[config.mk]
export PLATFORM = sky130hd
export DESIGN_NAME = life_ctrl
export DESIGN_NICKNAME = d
export VERILOG_FILES = /design/src/rtl/life_pkg.sv /design/src/rtl/life_key_edge.sv /design/src/rtl/life_ctrl.sv
export SDC_FILE = /design/constraint.sdc
export NUM_CORES = 1
export LEC_CHECK = 0
export ABC_AREA = 0
export BUFFER_PORTS_ARGS = -buffer_cell sky130_fd_sc_hd__buf_2
export CORE_MARGIN = 1.5
export CORE_UTILIZATION = 50
export CTS_BUF_LIST = sky130_fd_sc_hd__clkbuf_4 sky130_fd_sc_hd__clkbuf_8 sky130_fd_sc_hd__clkbuf_16
export DETAILED_ROUTE_END_ITERATION = 7
export PLACE_DENSITY = 0.74
export SETUP_SLACK_MARGIN = 0.1
export SKIP_CTS_REPAIR_TIMING = 1
export SLEW_MARGIN = 20
export SYNTH_ARGS = -nofsm -noshare
export SYNTH_HDL_FRONTEND = slang
export SYNTH_SLANG_ARGS = --single-unit
export TNS_END_PERCENT = 30
[constraint.sdc]
create_clock -name clk -period 2.5 [get_ports clk]
set_input_delay 0.125 -clock clk [delete_from_list [all_inputs] [get_ports clk]]
set_output_delay 0.125 -clock clk [all_outputs]
set_load 0.02 [all_outputs]
[src/rtl/life_pkg.sv]
// life_pkg: shared FSM state encodings and default geometry for the life controller.
package life_pkg;

    typedef enum logic [1:0] {
        ST_IDLE  = 2'd0,
        ST_WAIT  = 2'd1,
        ST_SWEEP = 2'd2
    } state_t;

    localparam int DEF_X     = 8;
    localparam int DEF_Y     = 8;
    localparam int DEF_LOG2X = 3;
    localparam int DEF_LOG2Y = 3;
    localparam int DEF_CNT_W = 7;
    localparam int DEF_PER_W = 24;
    localparam int DEF_GEN_W = 16;

    // Bit positions of the keys inside the edge-detector vector.
    localparam int K_RUN   = 5;
    localparam int K_STEP  = 4;
    localparam int K_LEFT  = 3;
    localparam int K_RIGHT = 2;
    localparam int K_UP    = 1;
    localparam int K_DOWN  = 0;

endpackage

[src/rtl/life_key_edge.sv]
// life_key_edge: W-bit rising-edge detector with async active-high reset.
//   clk, rst : clock, asynchronous active-high reset
//   key      : level inputs
//   rise     : key & ~previous key, one cycle per rising edge
module life_key_edge #(
    parameter int W = 6
) (
    input  logic         clk,
    input  logic         rst,
    input  logic [W-1:0] key,
    output logic [W-1:0] rise
);

    logic [W-1:0] prev;

    always_ff @(posedge clk or posedge rst) begin
        if (rst) prev <= '0;
        else     prev <= key;
    end

    assign rise = key & ~prev;

endmodule

[src/rtl/life_ctrl.sv]
// life_ctrl: Game of Life generation sequencer (run/pause/step, delay) and edit cursor.
//   clk, rst                     : clock, asynchronous active-high reset
//   key_run, key_step            : rising edge toggles run / starts one generation when paused
//   key_left/right/up/down       : rising edge moves the cursor with wraparound
//   period                       : idle cycles between generations while running (0 acts as 1)
//   nxt_bit                      : rotate enable, high X*Y cycles per generation
//   cursor_x, cursor_y           : cursor position
//   running                      : run flag
//   gen_done                     : pulse on the last rotate cycle of a generation
//   gen_count                    : completed generations, wraps
module life_ctrl
    import life_pkg::*;
#(
    parameter int X     = DEF_X,
    parameter int Y     = DEF_Y,
    parameter int LOG2X = DEF_LOG2X,
    parameter int LOG2Y = DEF_LOG2Y,
    parameter int CNT_W = DEF_CNT_W,
    parameter int PER_W = DEF_PER_W,
    parameter int GEN_W = DEF_GEN_W
) (
    input  logic             clk,
    input  logic             rst,
    input  logic             key_run,
    input  logic             key_step,
    input  logic             key_left,
    input  logic             key_right,
    input  logic             key_up,
    input  logic             key_down,
    input  logic [PER_W-1:0] period,
    output logic             nxt_bit,
    output logic [LOG2X-1:0] cursor_x,
    output logic [LOG2Y-1:0] cursor_y,
    output logic             running,
    output logic             gen_done,
    output logic [GEN_W-1:0] gen_count
);

    localparam logic [CNT_W-1:0] LAST = CNT_W'(X * Y - 1);
    localparam logic [LOG2X-1:0] XMAX = LOG2X'(X - 1);
    localparam logic [LOG2Y-1:0] YMAX = LOG2Y'(Y - 1);

    state_t           state;
    logic [PER_W-1:0] timer;
    logic [PER_W-1:0] lim;
    logic [CNT_W-1:0] rc;
    logic [5:0]       ev;
    logic             run_e, step_e, left_e, right_e, up_e, down_e;
    logic             run_nxt;
    logic [LOG2X-1:0] x_nxt;
    logic [LOG2Y-1:0] y_nxt;

    life_key_edge #(.W(6)) u_edge (
        .clk  (clk),
        .rst  (rst),
        .key  ({key_run, key_step, key_left, key_right, key_up, key_down}),
        .rise (ev)
    );

    assign run_e   = ev[K_RUN];
    assign step_e  = ev[K_STEP];
    assign left_e  = ev[K_LEFT];
    assign right_e = ev[K_RIGHT];
    assign up_e    = ev[K_UP];
    assign down_e  = ev[K_DOWN];

    // A zero period behaves as one idle cycle so the timer compare is always reachable.
    assign lim      = (period == '0) ? PER_W'(1) : period;
    // Run flag as it will be after this cycle; decides where a finishing sweep goes.
    assign run_nxt  = running ^ run_e;
    assign gen_done = (state == ST_SWEEP) && (rc == LAST);

    // Explicit wrap compares: X and Y need not be powers of two. Opposing edges cancel.
    always_comb begin
        x_nxt = (left_e && !right_e) ? ((cursor_x == '0) ? XMAX : cursor_x - 1'b1) :
                (right_e && !left_e) ? ((cursor_x == XMAX) ? '0 : cursor_x + 1'b1) :
                cursor_x;
        y_nxt = (up_e && !down_e) ? ((cursor_y == '0) ? YMAX : cursor_y - 1'b1) :
                (down_e && !up_e) ? ((cursor_y == YMAX) ? '0 : cursor_y + 1'b1) :
                cursor_y;
    end

    always_ff @(posedge clk or posedge rst) begin
        if (rst) begin
            cursor_x <= '0;
            cursor_y <= '0;
        end else begin
            cursor_x <= x_nxt;
            cursor_y <= y_nxt;
        end
    end

    always_ff @(posedge clk or posedge rst) begin
        if (rst) begin
            state     <= ST_IDLE;
            timer     <= '0;
            rc        <= '0;
            nxt_bit   <= 1'b0;
            running   <= 1'b0;
            gen_count <= '0;
        end else begin
            case (state)
                ST_IDLE: begin
                    if (run_e) begin
                        state   <= ST_WAIT;
                        running <= 1'b1;
                        timer   <= '0;
                    end else if (step_e) begin
                        state   <= ST_SWEEP;
                        nxt_bit <= 1'b1;
                        rc      <= '0;
                    end
                end
                ST_WAIT: begin
                    if (run_e) begin
                        state   <= ST_IDLE;
                        running <= 1'b0;
                    end else if (timer == lim - 1'b1) begin
                        state   <= ST_SWEEP;
                        nxt_bit <= 1'b1;
                        rc      <= '0;
                    end else begin
                        timer <= timer + 1'b1;
                    end
                end
                ST_SWEEP: begin
                    // Sweeps always complete; a run edge here only flips the flag.
                    running <= run_nxt;
                    if (rc == LAST) begin
                        rc        <= '0;
                        nxt_bit   <= 1'b0;
                        gen_count <= gen_count + 1'b1;
                        timer     <= '0;
                        state     <= run_nxt ? ST_WAIT : ST_IDLE;
                    end else begin
                        rc <= rc + 1'b1;
                    end
                end
                default: begin
                    state   <= ST_IDLE;
                    nxt_bit <= 1'b0;
                end
            endcase
        end
    end

endmodule
==> metrics.txt <==
Post-route DRC 0; clock sink count 63; die area around 0.0091 mm^2; iteration count of the initial detailed-routing pass 5; signal arrival time at the worst endpoint 3.73 ns; final instance count without filler cells 744; Avg Vias per Cell 5.73; Die X-Extent 95.2 um; share of final-layout standard cells stronger than drive strength 1 roughly a third; synthesis-to-layout area growth 35.6%; placed inst area 0.00530 mm^2; Power, Total 3.48 mW; final-layout worst hold slack between 0.004 and 0.005 ns; Worst slew margin 47.7%; ratio of total power to cell area 603 mW/mm^2; maximum VDD drop between 0.5 and 0.6 mV; HP Class in -> async; capture instance of the worst register-to-register path rc[1]; number of max-cap violations 0; final setup TNS -28.97 ns; max frequency 286 MHz; #FFs+latches synth 63; number of synthesis warnings 0; Core Footprint roughly 0.0082 mm^2; post-layout util 70.1%; Primary FF master, synth sky130_fd_sc_hd__dfrtp_1; Filler Cells Inserted 633; clock tree from TritonCTS yes; area of all placed cells without fillers between 0.005 and 0.006 mm^2; clock network latency to the later pin of the worst-skew pair approximately 0.35 ns; CTS HTree Levels 3; count of final max-slew check failures 0; Req. time, crit path 2.74 ns; post-synthesis area per instance 8.83 um^2; violations in the final reports negative setup slack; syn_nets 527; maximum number of pins on one net before global-route repair 64; count of different cell masters after synthesis 63; Post-synth EDFFs 0; number of failing hold endpoints at the final stage 0; worst-path maximum fanout 5; post-synth design cell area 0.00425 mm^2; root buffer cell sky130_fd_sc_hd__clkbuf_8; routability congestion estimate from global placement 0.860; DRT iter0 DRCs 322; GRT Util Overall 25.6%; vias in the first global route 3,974; number of rows created at floorplan 33; Slew @ Worst Pin between 0.7 and 0.8 ns; WL/cell roughly 15 um; HPWL after detailed placement 8.28 mm; Finish-stage setup viols 34; critical path type in -> reg; clock slew seen by the registers of the worst setup and hold paths 0.08 ns; number of top-level pins 57; Final Routed Wirelength about 11 mm; TritonCTS Buffers 9; CTS Buffer Depth 2; nature of the critical path startpoint input port; setup slack at placement -1.29 ns; leakage power figure between 2 and 3 nW; Initial Utilization 51.7%; depth of the worst register-to-register path 10; vias after detailed routing roughly 4,300; RSZ-0062 raised after global routing true; Min Clock Period, post-route 3.49 ns; net count reported at finish 680; antenna violations before repair 0; PortBufs 56; sequential share of the synthesized area 37.1%; number of diodes added for antenna fixing 0; element type at the critical path end flop; cell count after synthesis 481; share of async-settable or async-resettable flops after synthesis 100%; count of antenna-violating nets left after detailed routing 0; result of the run complete, but fails checks; vertical die dimension 95.2 um; total grt overflow 0; reg-to-reg slack, setup -0.47 ns; number of placed instances, taps included just over 700; RR Startpoint timer[7]; wire length of the first global-routing pass 18.0 mm; final period utilization 140%; final setup margin -0.992 ns; final worst clock skew 0.00708 ns
-- flip-flops by register name (all words and copies together) (netlist names) --
name and flops:
rc 7, nxt_bit 1, u_edge.prev 6, cursor_x 3
cursor_y 3, running 1, gen_count 16, timer 24
state 2
-- cell families (layout without fill, tap and decap cells) --
group / Yosys count / after routing / synth area share [%]
multiplexers: 5 / 5 / 1.24
XOR/XNOR: 46 / 46 / 9.48
buffers and inverters: 37 / 195 / 3.62
adder cells (fa/ha/maj): 14 / 14 / 4.12
AO/OA/AOI/OAI: 117 / 117 / 19.0
AND/OR/NAND/NOR: 199 / 199 / 25.4
flip-flops: 63 / 63 / 37.1
-- report_power, final --
group | switching [mW] | total (mW) | internal [mW]
Sequential | 0.122 | 1.27 | 1.15
Clock | 0.444 | 1.02 | 0.573
Combinational | 0.681 | 1.19 | 0.509
-- cell usage in the layout, fill, tap and decap left out, types with 11 or more instances in the layout --
master                    count
sky130_fd_sc_hd__a21oi_1     22
sky130_fd_sc_hd__a31o_2      11
sky130_fd_sc_hd__and3_1      11
sky130_fd_sc_hd__buf_2       54
sky130_fd_sc_hd__buf_4       95
sky130_fd_sc_hd__dfrtp_1     63
sky130_fd_sc_hd__ha_1        14
sky130_fd_sc_hd__inv_1       20
sky130_fd_sc_hd__nand2_1     44
sky130_fd_sc_hd__nand3_1     18
sky130_fd_sc_hd__nor2_1      47
sky130_fd_sc_hd__o21ai_0     13
sky130_fd_sc_hd__xnor2_1     29
sky130_fd_sc_hd__xor2_1      15
-- layout make-up --
| class | instances | area (um^2) | area share (%) |
|---|---|---|---|
| Sequential cell | 63 | 1580 | 27.4 |
| Clock inverter | 7 | 103 | 1.78 |
| Multi-Input combinational cell | 381 | 2670 | 46.3 |
| Timing Repair Buffer | 158 | 1080 | 18.8 |
| Tap cell | 105 | 131 | 2.28 |
| Clock buffer | 9 | 124 | 2.15 |
| Inverter | 21 | 78.8 | 1.37 |
-- cell usage after synthesis (3+ instances only) --
cell type | n | share of area, %
sky130_fd_sc_hd__a211oi_1 | 6 | 1.1
sky130_fd_sc_hd__nand2_1 | 45 | 4.0
sky130_fd_sc_hd__o22ai_1 | 3 | 0.44
sky130_fd_sc_hd__ha_1 | 14 | 4.1
sky130_fd_sc_hd__clkbuf_1 | 8 | 0.71
sky130_fd_sc_hd__and2_1 | 4 | 0.59
sky130_fd_sc_hd__o2111ai_1 | 3 | 0.62
sky130_fd_sc_hd__nor4b_1 | 4 | 0.82
sky130_fd_sc_hd__nor2b_1 | 5 | 0.74
sky130_fd_sc_hd__nand4_1 | 10 | 1.5
sky130_fd_sc_hd__nor2_1 | 47 | 4.2
sky130_fd_sc_hd__nand3b_1 | 3 | 0.53
sky130_fd_sc_hd__or2_2 | 3 | 0.44
sky130_fd_sc_hd__or3_1 | 6 | 0.88
sky130_fd_sc_hd__nand3_1 | 19 | 2.2
sky130_fd_sc_hd__nand2b_1 | 7 | 1.0
sky130_fd_sc_hd__inv_1 | 21 | 1.9
sky130_fd_sc_hd__a21oi_1 | 27 | 3.2
sky130_fd_sc_hd__a21o_1 | 5 | 0.88
sky130_fd_sc_hd__a211o_1 | 3 | 0.62
sky130_fd_sc_hd__xnor2_1 | 31 | 6.4
sky130_fd_sc_hd__a31oi_1 | 11 | 1.6
sky130_fd_sc_hd__and4_1 | 3 | 0.62
sky130_fd_sc_hd__nor3_1 | 9 | 1.1
sky130_fd_sc_hd__nor4_1 | 6 | 0.88
sky130_fd_sc_hd__dfrtp_1 | 63 | 37
sky130_fd_sc_hd__and3_1 | 12 | 1.8
sky130_fd_sc_hd__a31o_2 | 11 | 2.3
sky130_fd_sc_hd__a311oi_1 | 3 | 0.62
sky130_fd_sc_hd__or4_1 | 5 | 0.88
sky130_fd_sc_hd__o21ai_0 | 20 | 2.4
sky130_fd_sc_hd__buf_2 | 5 | 0.59
sky130_fd_sc_hd__xor2_1 | 15 | 3.1
sky130_fd_sc_hd__nor4_4 | 3 | 1.5
sky130_fd_sc_hd__mux2i_1 | 3 | 0.71
-- worst max-delay path by stage --
stage               from  endpoint  slack (ns)  cells after the start
2_1_floorplan  period[0]     rc[1]       -0.97                     15
3_3_place_gp   period[0]     rc[1]       -1.18                     16
3_5_place_dp   period[0]     rc[1]       -1.29                     16
4_1_cts        period[0]     rc[1]       -0.95                     16
5_1_grt        period[0]     rc[1]       -1.13                     16
6_report       period[0]     rc[1]       -0.99                     16
-- routing by layer --
layer  GRT usage [%]  vias up  part of all wire (%)
li1                -     2068                     -
met1            33.1     2056                    44
met2            43.1      117                    49
met3            4.07       20                   4.4
met4            9.08        0                   1.7
met5               0        -                     0
-- worst max-delay path, cell delays in order --
cell and delay [ns]:
sky130_fd_sc_hd__buf_6 0.09, sky130_fd_sc_hd__or3_4 0.37, sky130_fd_sc_hd__or3_4 0.35, sky130_fd_sc_hd__nor3_4 0.13, sky130_fd_sc_hd__nor2_1 0.06, sky130_fd_sc_hd__ha_1 0.30, sky130_fd_sc_hd__xor2_1 0.13, sky130_fd_sc_hd__o2111ai_1 0.11
sky130_fd_sc_hd__or4_1 0.55, sky130_fd_sc_hd__a2111oi_2 0.23, sky130_fd_sc_hd__nand4_1 0.20, sky130_fd_sc_hd__nor4_4 0.32, sky130_fd_sc_hd__buf_4 0.20, sky130_fd_sc_hd__a31oi_1 0.09, sky130_fd_sc_hd__a211o_1 0.31, sky130_fd_sc_hd__a21boi_1 0.13
Note: power is estimated with default switching activity, not from simulation.
